==> src/rtl/maze_pkg.sv <==
// Shared constants for the maze collision monitor: status encoding,
// the default cursor size and the visible screen limits.
package maze_pkg;

  localparam logic [1:0] ST_IDLE = 2'b00;
  localparam logic [1:0] ST_PLAY = 2'b01;
  localparam logic [1:0] ST_HIT  = 2'b10;
  localparam logic [1:0] ST_WIN  = 2'b11;

  localparam int CURSOR_SIZE_DEF = 10;
  localparam int SCREEN_W        = 640;
  localparam int SCREEN_H        = 480;

endpackage

==> src/rtl/maze_collision_monitor_if.sv <==
// Pixel-stream, cursor, control and status bundle between the level
// graphics / game controller (master) and the collision monitor (slave).
interface maze_collision_monitor_if #(
  parameter int CNT_W = 8
);

  logic             enable;
  logic             clear;
  logic             refr_tick;
  logic             video_on;
  logic [9:0]       pix_x;
  logic [9:0]       pix_y;
  logic             graph_on;
  logic             goal_on;
  logic [9:0]       cursor_x;
  logic [9:0]       cursor_y;
  logic             scare;
  logic             level_done;
  logic [1:0]       status;
  logic [CNT_W-1:0] wall_cnt;

  modport master (
    output enable, clear, refr_tick, video_on, pix_x, pix_y,
           graph_on, goal_on, cursor_x, cursor_y,
    input  scare, level_done, status, wall_cnt
  );

  modport slave (
    input  enable, clear, refr_tick, video_on, pix_x, pix_y,
           graph_on, goal_on, cursor_x, cursor_y,
    output scare, level_done, status, wall_cnt
  );

endinterface

==> src/rtl/maze_overlap_counter.sv <==
// Saturating per-frame overlap accumulator. count_o already includes the
// sample presented this cycle, so frame-end decisions see the final pixel.
module maze_overlap_counter #(
  parameter int CNT_W = 8
) (
  input  logic             clk,
  input  logic             reset,
  input  logic             inc_i,
  input  logic             clr_i,
  output logic [CNT_W-1:0] count_o
);

  localparam logic [CNT_W-1:0] CNT_MAX = '1;

  logic [CNT_W-1:0] count_q;
  logic [CNT_W-1:0] count_d;

  always_comb begin
    count_d = count_q;
    if (inc_i && (count_q != CNT_MAX)) begin
      count_d = count_q + 1'b1;
    end
  end

  always_ff @(posedge clk or negedge reset) begin
    if (!reset) begin
      count_q <= '0;
    end else if (clr_i) begin
      count_q <= '0;
    end else begin
      count_q <= count_d;
    end
  end

  assign count_o = count_d;

endmodule

==> src/rtl/maze_collision_monitor.sv <==
// Counts wall/goal pixels under the player square each frame and decides
// PLAY / HIT / WIN at frame end. Optional grace period: COLLISION_GRACE_EN.
module maze_collision_monitor
  import maze_pkg::*;
#(
  parameter int CURSOR_SIZE  = CURSOR_SIZE_DEF,
  parameter int HIT_THRESH   = 4,
  parameter int CNT_W        = 8,
  parameter int GRACE_FRAMES = 30
) (
  input  logic                     clk,
  input  logic                     reset,
  maze_collision_monitor_if.slave  bus
);

  localparam logic [10:0]      SIZE11  = 11'(CURSOR_SIZE);
  localparam logic [10:0]      SCR_W11 = 11'(SCREEN_W);
  localparam logic [10:0]      SCR_H11 = 11'(SCREEN_H);
  localparam logic [CNT_W-1:0] HIT_TH  = CNT_W'(HIT_THRESH);

  logic [9:0]       cx_q, cy_q;
  logic [1:0]       state_q, state_d;
  logic             scare_q, level_done_q;
  logic [CNT_W-1:0] wall_cnt_q;
  logic [CNT_W-1:0] wall_acc, goal_acc;
  logic [10:0]      px, py, cx, cy;
  logic             in_window, qual, wall_inc, goal_inc;
  logic             held, acc_clr, hit_ok;

  // 11-bit compares so a cursor near 1023 cannot wrap its window
  assign px = {1'b0, bus.pix_x};
  assign py = {1'b0, bus.pix_y};
  assign cx = {1'b0, cx_q};
  assign cy = {1'b0, cy_q};

  assign in_window = (px >= cx) && (px < cx + SIZE11) &&
                     (py >= cy) && (py < cy + SIZE11);
  assign qual      = bus.video_on && in_window && (px < SCR_W11) && (py < SCR_H11);
  assign wall_inc  = qual && bus.graph_on && !bus.goal_on;
  assign goal_inc  = qual && bus.goal_on;

  assign held    = (state_q == ST_HIT) || (state_q == ST_WIN);
  assign acc_clr = bus.refr_tick || !bus.enable || (bus.clear && held);

  maze_overlap_counter #(.CNT_W(CNT_W)) u_wall_cnt (
    .clk     (clk),
    .reset   (reset),
    .inc_i   (wall_inc),
    .clr_i   (acc_clr),
    .count_o (wall_acc)
  );

  maze_overlap_counter #(.CNT_W(CNT_W)) u_goal_cnt (
    .clk     (clk),
    .reset   (reset),
    .inc_i   (goal_inc),
    .clr_i   (acc_clr),
    .count_o (goal_acc)
  );

`ifdef COLLISION_GRACE_EN
  localparam int GW = $clog2(GRACE_FRAMES + 1);

  logic [GW-1:0] grace_q, grace_d;

  always_comb begin
    grace_d = grace_q;
    if ((state_d == ST_PLAY) && (state_q != ST_PLAY)) begin
      grace_d = GW'(GRACE_FRAMES);
    end else if (bus.refr_tick && (grace_q != '0)) begin
      grace_d = grace_q - 1'b1;
    end
  end

  always_ff @(posedge clk or negedge reset) begin
    if (!reset) begin
      grace_q <= '0;
    end else begin
      grace_q <= grace_d;
    end
  end

  assign hit_ok = (grace_q == '0);
`else
  logic unused_grace;
  assign unused_grace = ^GRACE_FRAMES;
  assign hit_ok       = 1'b1;
`endif

  // Walls win over the goal when both were touched in the same frame
  always_comb begin
    state_d = state_q;
    if (!bus.enable) begin
      state_d = ST_IDLE;
    end else begin
      case (state_q)
        ST_IDLE: if (bus.refr_tick) state_d = ST_PLAY;
        ST_PLAY: begin
          if (bus.refr_tick) begin
            if (hit_ok && (wall_acc >= HIT_TH)) begin
              state_d = ST_HIT;
            end else if (goal_acc != '0) begin
              state_d = ST_WIN;
            end
          end
        end
        default: if (bus.clear) state_d = ST_PLAY;
      endcase
    end
  end

  always_ff @(posedge clk or negedge reset) begin
    if (!reset) begin
      state_q      <= ST_IDLE;
      scare_q      <= 1'b0;
      level_done_q <= 1'b0;
      wall_cnt_q   <= '0;
      cx_q         <= '0;
      cy_q         <= '0;
    end else begin
      state_q      <= state_d;
      scare_q      <= (state_d == ST_HIT) && (state_q != ST_HIT);
      level_done_q <= (state_d == ST_WIN) && (state_q != ST_WIN);
      if (bus.refr_tick) begin
        wall_cnt_q <= wall_acc;
        cx_q       <= bus.cursor_x;
        cy_q       <= bus.cursor_y;
      end
    end
  end

  assign bus.scare      = scare_q;
  assign bus.level_done = level_done_q;
  assign bus.status     = state_q;
  assign bus.wall_cnt   = wall_cnt_q;

endmodule

==> src/flat_wrapper.sv <==
// flat-port wrapper written by rule: the top's interface ports become plain ports
module maze_collision_monitor_flat import maze_pkg::*;
#(
  parameter int CURSOR_SIZE  = CURSOR_SIZE_DEF,
  parameter int HIT_THRESH   = 4,
  parameter int CNT_W        = 8,
  parameter int GRACE_FRAMES = 30
)
  (clk, reset, bus_enable, bus_clear, bus_refr_tick, bus_video_on, bus_pix_x, bus_pix_y, bus_graph_on, bus_goal_on, bus_cursor_x, bus_cursor_y, bus_scare, bus_level_done, bus_status, bus_wall_cnt);
  maze_collision_monitor_if #(.CNT_W(CNT_W)) bus_i ();
  input  logic clk;
  input  logic reset;
  input wire logic [$bits(bus_i.enable)-1:0] bus_enable;
  input wire logic [$bits(bus_i.clear)-1:0] bus_clear;
  input wire logic [$bits(bus_i.refr_tick)-1:0] bus_refr_tick;
  input wire logic [$bits(bus_i.video_on)-1:0] bus_video_on;
  input wire logic [$bits(bus_i.pix_x)-1:0] bus_pix_x;
  input wire logic [$bits(bus_i.pix_y)-1:0] bus_pix_y;
  input wire logic [$bits(bus_i.graph_on)-1:0] bus_graph_on;
  input wire logic [$bits(bus_i.goal_on)-1:0] bus_goal_on;
  input wire logic [$bits(bus_i.cursor_x)-1:0] bus_cursor_x;
  input wire logic [$bits(bus_i.cursor_y)-1:0] bus_cursor_y;
  output wire logic [$bits(bus_i.scare)-1:0] bus_scare;
  output wire logic [$bits(bus_i.level_done)-1:0] bus_level_done;
  output wire logic [$bits(bus_i.status)-1:0] bus_status;
  output wire logic [$bits(bus_i.wall_cnt)-1:0] bus_wall_cnt;
  assign bus_i.enable = bus_enable;
  assign bus_i.clear = bus_clear;
  assign bus_i.refr_tick = bus_refr_tick;
  assign bus_i.video_on = bus_video_on;
  assign bus_i.pix_x = bus_pix_x;
  assign bus_i.pix_y = bus_pix_y;
  assign bus_i.graph_on = bus_graph_on;
  assign bus_i.goal_on = bus_goal_on;
  assign bus_i.cursor_x = bus_cursor_x;
  assign bus_i.cursor_y = bus_cursor_y;
  assign bus_scare = bus_i.scare;
  assign bus_level_done = bus_i.level_done;
  assign bus_status = bus_i.status;
  assign bus_wall_cnt = bus_i.wall_cnt;
  maze_collision_monitor #(.CURSOR_SIZE(CURSOR_SIZE), .HIT_THRESH(HIT_THRESH), .CNT_W(CNT_W), .GRACE_FRAMES(GRACE_FRAMES)) u_core (.clk(clk), .reset(reset), .bus(bus_i));
endmodule
==> config.mk <==
export PLATFORM = sky130hd
export DESIGN_NAME = maze_collision_monitor_flat
export DESIGN_NICKNAME = d
export VERILOG_FILES = /design/src/rtl/maze_pkg.sv /design/src/rtl/maze_collision_monitor_if.sv /design/src/rtl/maze_overlap_counter.sv /design/src/rtl/maze_collision_monitor.sv /design/src/flat_wrapper.sv
export SDC_FILE = /design/constraint.sdc
export NUM_CORES = 1
export LEC_CHECK = 0
export ABC_AREA = 1
export BUFFER_PORTS_ARGS = -buffer_cell sky130_fd_sc_hd__buf_2
export CORE_UTILIZATION = 46
export DETAILED_ROUTE_END_ITERATION = 8
export GPL_TIMING_DRIVEN = 0
export PLACE_DENSITY = 0.66
export SLEW_MARGIN = 20
export SYNTH_ARGS = -nofsm -noshare
export SYNTH_HDL_FRONTEND = slang
export SYNTH_SLANG_ARGS = --single-unit
==> constraint.sdc <==
create_clock -name clk -period 3.8 [get_ports clk]
set_input_delay 0.57 -clock clk [delete_from_list [all_inputs] [get_ports clk]]
set_output_delay 0.57 -clock clk [all_outputs]
set_load 0.03 [all_outputs]
==> metrics.csv, run 1 <==
stage;metric;value;unit
power;clock power share;29.8;%
sta;Setup-failing EPs final;0;
logic_synthesis;Mean Syn Cell Area;7.49;sq um
cts;Setup Fix Bufs, Post-CTS;0;
die;Die Y;91.8;um
power;Cell Int Power;0.000853;W
cts;Num CTS Buffers;5;
final_layout;Layout area overhead;14.2;%
placed_design;gpl congestion;0.874;
final_layout;Final Util;54.5;%
cts;hold buffers post-CTS;0;
logic_synthesis;Yosys cell types;36;
detailed_routing;vias;3308;
outcome;status;complete, no violations;
power;combinational share of power;26.2;%
power;sequential power share;44.1;%
sta;Tcrit/Tclk final;84.8;%
die;num ports;60;
sta;relative slew slack;50.3;%
logic_synthesis;Yosys reg bits;48;
final_layout;filler cell count;767;
grt;initial antenna violation count;0;
setup_path;worst path cell trace;ha_1 > o21ai_0 > xor2_1 > ha_1 > nand2_1 > inv_1 > a21oi_1 > nand2_1 > nand2_1 > a21oi_1 > nor2_2 > nand4_2 > o21ai_1 > nand2_1 > nor2_1 > nand2_1 > nand2_1 > nand3_2 > nand2_2 > nor2_1;
cts;clk buf depth;2;
setup_path;cell repeated most along the worst path;nand2_1;
grt;gr ovfl total;0;
detailed_routing;Post-Route WL;8300;um
sta;Fin. Hold Viols;0;
detailed_routing;Pre-antenna DRT Iters;5;
grt;vias in the first global route;3210;
sta;Slew Viols, Final;0;
die;Site Rows;32;
cts;clk_lat worst skew;310;ps
cts;clock-pin slew on the worst setup and hold paths;90;ps
detailed_routing;initial DRC count;75;
setup_path;critical path data required time;4000;ps
die;Die ar.;0.00842;sq mm
power;Peak VDD IR;149;uV
sta;worst slew pin tran;735;ps
setup_path;CP Launch Type;flop;
cts;H-tree levels;2;
cts;CTS Root Cell;clkbuf_8;
flow_run;max cap viols;0;
setup_path;Worst path top cell family by delay;simple AND/OR/NAND/NOR gates;
sta;Max Clock Freq;0.310;GHz
setup_path;Crit-path slowest cell;dfrtp_1;
setup_path;crit-path max cell delay;410;ps
setup_path;CP Max Fanout;9;
placed_design;IO Port Bufs;58;
logic_synthesis;syn_nets;585;
logic_synthesis;Yosys warnings;0;
setup_path;Worst EP arrival;3430;ps
detailed_routing;via-per-instance ratio;4.99;
die;initial core utilization;47.7;%
detailed_routing;DRC Markers;0;
logic_synthesis;sequential fraction of the synthesis area;32.4;%
power;P_sw;0.000406;W
sta;setup_tns;0;ps
final_layout;ANT cells;0;
detailed_routing;wire length per cell;12.5;um
grt;Total GRT Usage;20.8;%
power;switching share of power;32.3;%
sta;RSZ-0062 raised after global routing;false;
sta;minimum clock period;3220;ps
power;Pwr Density;297;mW/mm^2
cts;CTS tree;yes;
logic_synthesis;synthesized cell area;0.00371;sq mm
setup_path;CP Buf/Inv Count;1;
logic_synthesis;Syn Inst Count;495;
sta;clock skew;5.10;ps
cts;number of gates resized after cts;0;
worst_hold_path;hold crit path type;input port to asynchronous set/reset pin;
setup_path;Worst Setup End Kind;flop;
final_layout;layout cells sized above 1;16.8;%
cts;clock sink total;48;
final_layout;Final Net Count;650;
grt;first-pass GRT wire length;14100;um
placed_design;HPWL after DPL;6570;um
die;core area;0.00777;sq mm
detailed_routing;antenna viol nets, final;0;
power;leakage power;2.36;nW
setup_path;Crit Path Class;flop to flop;
grt;pin count of the biggest net entering global routing;49;
sta;hold_ws;284;ps
die;Die X;91.8;um
-- synthesized netlist by cell type (all sizes together) --
master / instances / area [sq um]
xor2: 22 / 193
nor2: 49 / 228
a31oi: 3 / 18.8
mux2i: 1 / 10.0
o31ai: 1 / 7.51
nand3b: 1 / 7.51
o21bai: 1 / 7.51
a21oi: 16 / 80.1
nand2: 140 / 553
o21ai: 30 / 154
nor3: 7 / 35.0
clkbuf: 6 / 26.3
dfrtp: 48 / 1200
o21a: 1 / 7.51
xnor2: 3 / 26.3
o211ai: 1 / 7.51
a41oi: 1 / 8.76
nor4: 1 / 6.26
buf: 2 / 7.51
nand3: 24 / 148
a21o: 1 / 7.51
ha: 42 / 526
nand4: 21 / 168
inv: 73 / 274
-- per-layer routing --
layer,up-vias,part of all wire (%),GRT usage (%)
met5,-,0,0
met4,0,1.3,6.25
met3,9,4.6,3.23
met2,68,46,35.1
met1,1511,48,27.3
li1,1720,-,-
-- power by group through the flow --
stage / sequential [W] / clock [W] / combinational [W]
floorplan: 0.000566 / 0 / 0.000225
global placement: 0.000564 / 0 / 0.000323
detailed placement: 0.000565 / 0 / 0.000331
CTS: 0.000555 / 0.000390 / 0.000333
global route: 0.000558 / 0.000407 / 0.000383
finish: 0.000555 / 0.000375 / 0.000329
-- kinds of logic (layout without fill, tap and decap cells) --
group,after synthesis,in the layout,share of synthesized area [%]
compound gates,55,55,8.07
xor+xnor,25,25,5.91
fa+ha+maj,42,42,14.2
buf+inv,81,147,8.30
flops,48,48,32.4
mux,1,1,0.270
simple gates,243,243,30.9
-- registers in the layout (all words and copies together) (netlist names) --
name and cells:
u_core.bus.level_done 1, u_core.bus.scare 1, u_core.bus.status 2, u_core.bus.wall_cnt 8, u_core.cx_q 10, u_core.cy_q 10, u_core.u_goal_cnt.count_q 8, u_core.u_wall_cnt.count_q 8
-- cell type report --
class	instances	area, sq um	share of cell area, %
Multi-Input combinational cell	366	2200	51.9
Sequential cell	48	1200	28.4
Timing Repair Buffer	58	293	6.91
Inverter	73	274	6.47
Tap cell	102	128	3.01
Clock buffer	6	72.6	1.71
Clock inverter	2	35.0	0.827
Buffer	8	33.8	0.798
-- layout by cell type, fill, tap and decap left out, types with 7 or more instances in the layout --
cell and count:
nand2_1 129, inv_1 72, buf_2 57, dfrtp_1 48, ha_1 42, nor2_1 41, o21ai_0 28, xor2_1 22
nand3_1 20, nand4_1 18, a21oi_1 16, nand2_2 11, nor3_1 7
-- per-stage QoR --
| stage | instance area (sq um) | std cells | setup WS (ps) | power [W] |
|---|---|---|---|---|
| 2_1_floorplan | 3710 | 495 | 999 | 0.000791 |
| 3_3_place_gp | 4130 | 655 | 639 | 0.000888 |
| 3_5_place_dp | 4130 | 655 | 573 | 0.000896 |
| 4_1_cts | 4240 | 663 | 548 | 0.00128 |
| 5_1_grt | 4240 | 663 | 220 | 0.00135 |
| 6_report | 4240 | 663 | 577 | 0.00126 |
-- worst paths after layout --
check                                     start                           end  slack [ps]  cells past startpoint
worst min-delay path                      reset                u_core.cy_q[4]         280                      1
worst max-delay path             u_core.cx_q[1]              u_core.bus.scare         580                     20
min in group clk                bus_cursor_x[7]                u_core.cx_q[7]         470                      3
worst min register to register   u_core.cx_q[0]                u_core.cx_q[0]         480                      2
max in group asynchronous                 reset  u_core.u_goal_cnt.count_q[5]        3090                      1
worst max register to register   u_core.cx_q[1]              u_core.bus.scare         580                     20
(Power assumes the default switching activity.)
==> run 2, diff against run 1 <==
--- a/config.mk
+++ b/config.mk
@@ -10,7 +10,7 @@
 export CORE_UTILIZATION = 46
 export DETAILED_ROUTE_END_ITERATION = 8
 export GPL_TIMING_DRIVEN = 0
-export PLACE_DENSITY = 0.66
+export PLACE_DENSITY = 0.69
 export SLEW_MARGIN = 20
 export SYNTH_ARGS = -nofsm -noshare
 export SYNTH_HDL_FRONTEND = slang
==> constraint.sdc (replaced) <==
create_clock -name clk -period 2.8 [get_ports clk]
set_input_delay 0.42 -clock clk [delete_from_list [all_inputs] [get_ports clk]]
set_output_delay 0.42 -clock clk [all_outputs]
set_load 0.03 [all_outputs]
==> metrics.csv, run 2 (same netlist as run 1, synthesis figures left out) <==
stage;metric;value;unit;change
sta;relative slew slack;32.1;%;was 50.3%
power;Cell Int Power;0.00127;W;was 0.000853 W
cts;hold buffers post-CTS;0;;unchanged
sta;clock skew;12.7;ps;was 5.10 ps
final_layout;most frequent cells in the layout;nand2_1 (119), inv_1 (68), buf_2 (57);;was nand2_1 (129), inv_1 (72), buf_2 (57)
sta;Slew Viols, Final;0;;unchanged
power;switching share of power;31.7;%;was 32.3%
setup_path;CP Launch Type;flop;;unchanged
power;combinational share of power;27.0;%;was 26.2%
detailed_routing;via-per-instance ratio;5.03;;was 4.99
final_layout;most common cell after layout, fill and taps aside;nand2_1;;unchanged
power;leakage power;2.46;nW;was 2.36 nW
power;P_sw;0.000591;W;was 0.000406 W
power;clock power share;32.4;%;was 29.8%
cts;Num CTS Buffers;5;;unchanged
cts;CTS tree;yes;;unchanged
placed_design;dpl ws;-413;ps;was 573 ps
detailed_routing;Pre-antenna DRT Iters;5;;unchanged
sta;minimum clock period;3000;ps;was 3220 ps
sta;Fin. Hold Viols;0;;unchanged
detailed_routing;Post-Route WL;8740;um;was 8300 um
die;Die X;91.8;um;unchanged
die;Die ar.;0.00842;sq mm;unchanged
worst_hold_path;hold crit path type;input port to asynchronous set/reset pin;;unchanged
die;Site Rows;32;;unchanged
final_layout;Final Util;58.5;%;was 54.5%
die;initial core utilization;47.7;%;unchanged
power;Pwr Density;410;mW/mm^2;was 297 mW/mm^2
cts;H-tree levels;2;;unchanged
die;Die Y;91.8;um;unchanged
setup_path;Worst EP arrival;3210;ps;was 3430 ps
cts;clock-pin slew on the worst setup and hold paths;100;ps;was 90 ps
detailed_routing;initial DRC count;99;;was 75
die;num ports;60;;unchanged
placed_design;HPWL after DPL;6370;um;was 6570 um
detailed_routing;DRC Markers;0;;unchanged
cts;CTS Root Cell;clkbuf_8;;unchanged
sta;Max Clock Freq;0.333;GHz;was 0.310 GHz
setup_path;worst reg2reg path depth;22;;was 20
sta;Setup WS post-layout;-202;ps;was 577 ps
grt;pin count of the biggest net entering global routing;49;;unchanged
grt;gr ovfl total;0;;unchanged
final_layout;Layout area overhead;22.5;%;was 14.2%
die;core area;0.00777;sq mm;unchanged
power;sequential power share;40.6;%;was 44.1%
outcome;failing checks;negative setup slack;;
sta;Setup-failing EPs final;5;;was 0
cts;clk buf depth;2;;unchanged
outcome;status;finished, violations left;;was complete, no violations
final_layout;top flop regs;u_core.cx_q: 10 flops, u_core.cy_q: 10 flops;;unchanged
setup_path;Worst Setup End Kind;flop;;unchanged
grt;first-pass GRT wire length;14900;um;was 14100 um
detailed_routing;vias;3423;;was 3308
setup_path;critical path data required time;3000;ps;was 4000 ps
flow_run;max cap viols;0;;unchanged
sta;worst slew pin tran;1000;ps;was 735 ps
cts;clk_lat worst skew;310;ps;about the same
grt;vias in the first global route;3365;;was 3210
final_layout;ANT cells;0;;unchanged
detailed_routing;antenna viol nets, final;0;;unchanged
placed_design;IO Port Bufs;58;;unchanged
final_layout;layout cells sized above 1;25.1;%;was 16.8%
grt;initial antenna violation count;0;;unchanged
grt;Total GRT Usage;22.2;%;was 20.8%
setup_path;CP Max Fanout;5;;was 9
power;Peak VDD IR;258;uV;was 149 uV
detailed_routing;wire length per cell;12.9;um;was 12.5 um
final_layout;Final Net Count;668;;was 650
sta;Tcrit/Tclk final;107;%;was 84.8%
sta;RSZ-0062 raised after global routing;true;;was false
cts;clock sink total;48;;unchanged
placed_design;gpl congestion;0.909;;was 0.874
power;total power;0.00186;W;was 0.00126 W
setup_path;Crit Path Class;flop to flop;;unchanged
-- run 2: power by group through the flow --
stage	Sequential, W	Combinational [W]	Clock [W]
floorplan	0.000769	0.000305	0
global placement	0.000765	0.000437	0
detailed placement	0.000766	0.000446	0
CTS	0.000753	0.000490	0.000615
global route	0.000761	0.000575	0.000642
finish	0.000756	0.000503	0.000604
-- run 2: repair_timing --
item                                    in CTS  in global routing
endpoints found under the setup margin      20                 21
buffers inserted                            13                  4
gates resized for setup                     23                 21
pin swaps                                   22                 12
gates cloned                                 1                  0
-- run 2: final timing paths --
path                                              from                      endpoint  slack [ps]
worst min register to register  u_core.bus.wall_cnt[1]        u_core.bus.wall_cnt[1]         500
max in group asynchronous                        reset  u_core.u_wall_cnt.count_q[4]        2250
min in group clk                       bus_cursor_x[4]                u_core.cx_q[4]         300
worst max-delay path                    u_core.cx_q[1]         u_core.bus.level_done        -200
worst min-delay path                             reset                u_core.cx_q[6]         110
worst max register to register          u_core.cx_q[1]         u_core.bus.level_done        -200
-- run 2: final cells by class --
class	instances	area (sq um)
Multi-Input combinational cell	367	2350
Inverter	73	274
Clock inverter	2	60.1
Buffer	8	33.8
Clock buffer	5	68.8
Fill cell	741	3230
Timing Repair Buffer	75	428
Tap cell	102	128
Sequential cell	48	1200
-- run 2: critical path: stages, from the launching register on --
cell	delay, ps
dfrtp_1	440
inv_2	90
o21ai_4	190
buf_6	130
xor2_1	150
ha_1	260
nand2_1	70
nand2_1	60
a21oi_2	130
nand2_1	80
nand2_2	90
a21oi_2	60
nor2_2	140
buf_4	160
nand4_4	120
o21ai_2	200
nand2_1	70
nor2_1	130
nand2_1	70
nand2_1	70
nand3_2	80
nand2_2	80
nor2_1	40
-- run 2: routing by layer --
| layer | GRT usage [%] | wire, um |
|---|---|---|
| met1 | 28.6 | 4060 |
| met2 | 37.8 | 4300 |
| met3 | 3.48 | 231 |
| met4 | 7.55 | 150 |
| met5 | 0 | 0 |
-- run 2: through the flow --
step | cell area, sq um | hold WS [ps] | TNS, ps | std cells
after floorplan | 3710 | 124 | 0 | 495
after global placement | 4130 | 466 | -1380 | 655
after detailed placement | 4130 | 470 | -2160 | 655
after CTS | 4440 | 301 | -560 | 676
after global routing | 4540 | 170 | -3350 | 680
final | 4540 | 113 | -779 | 680
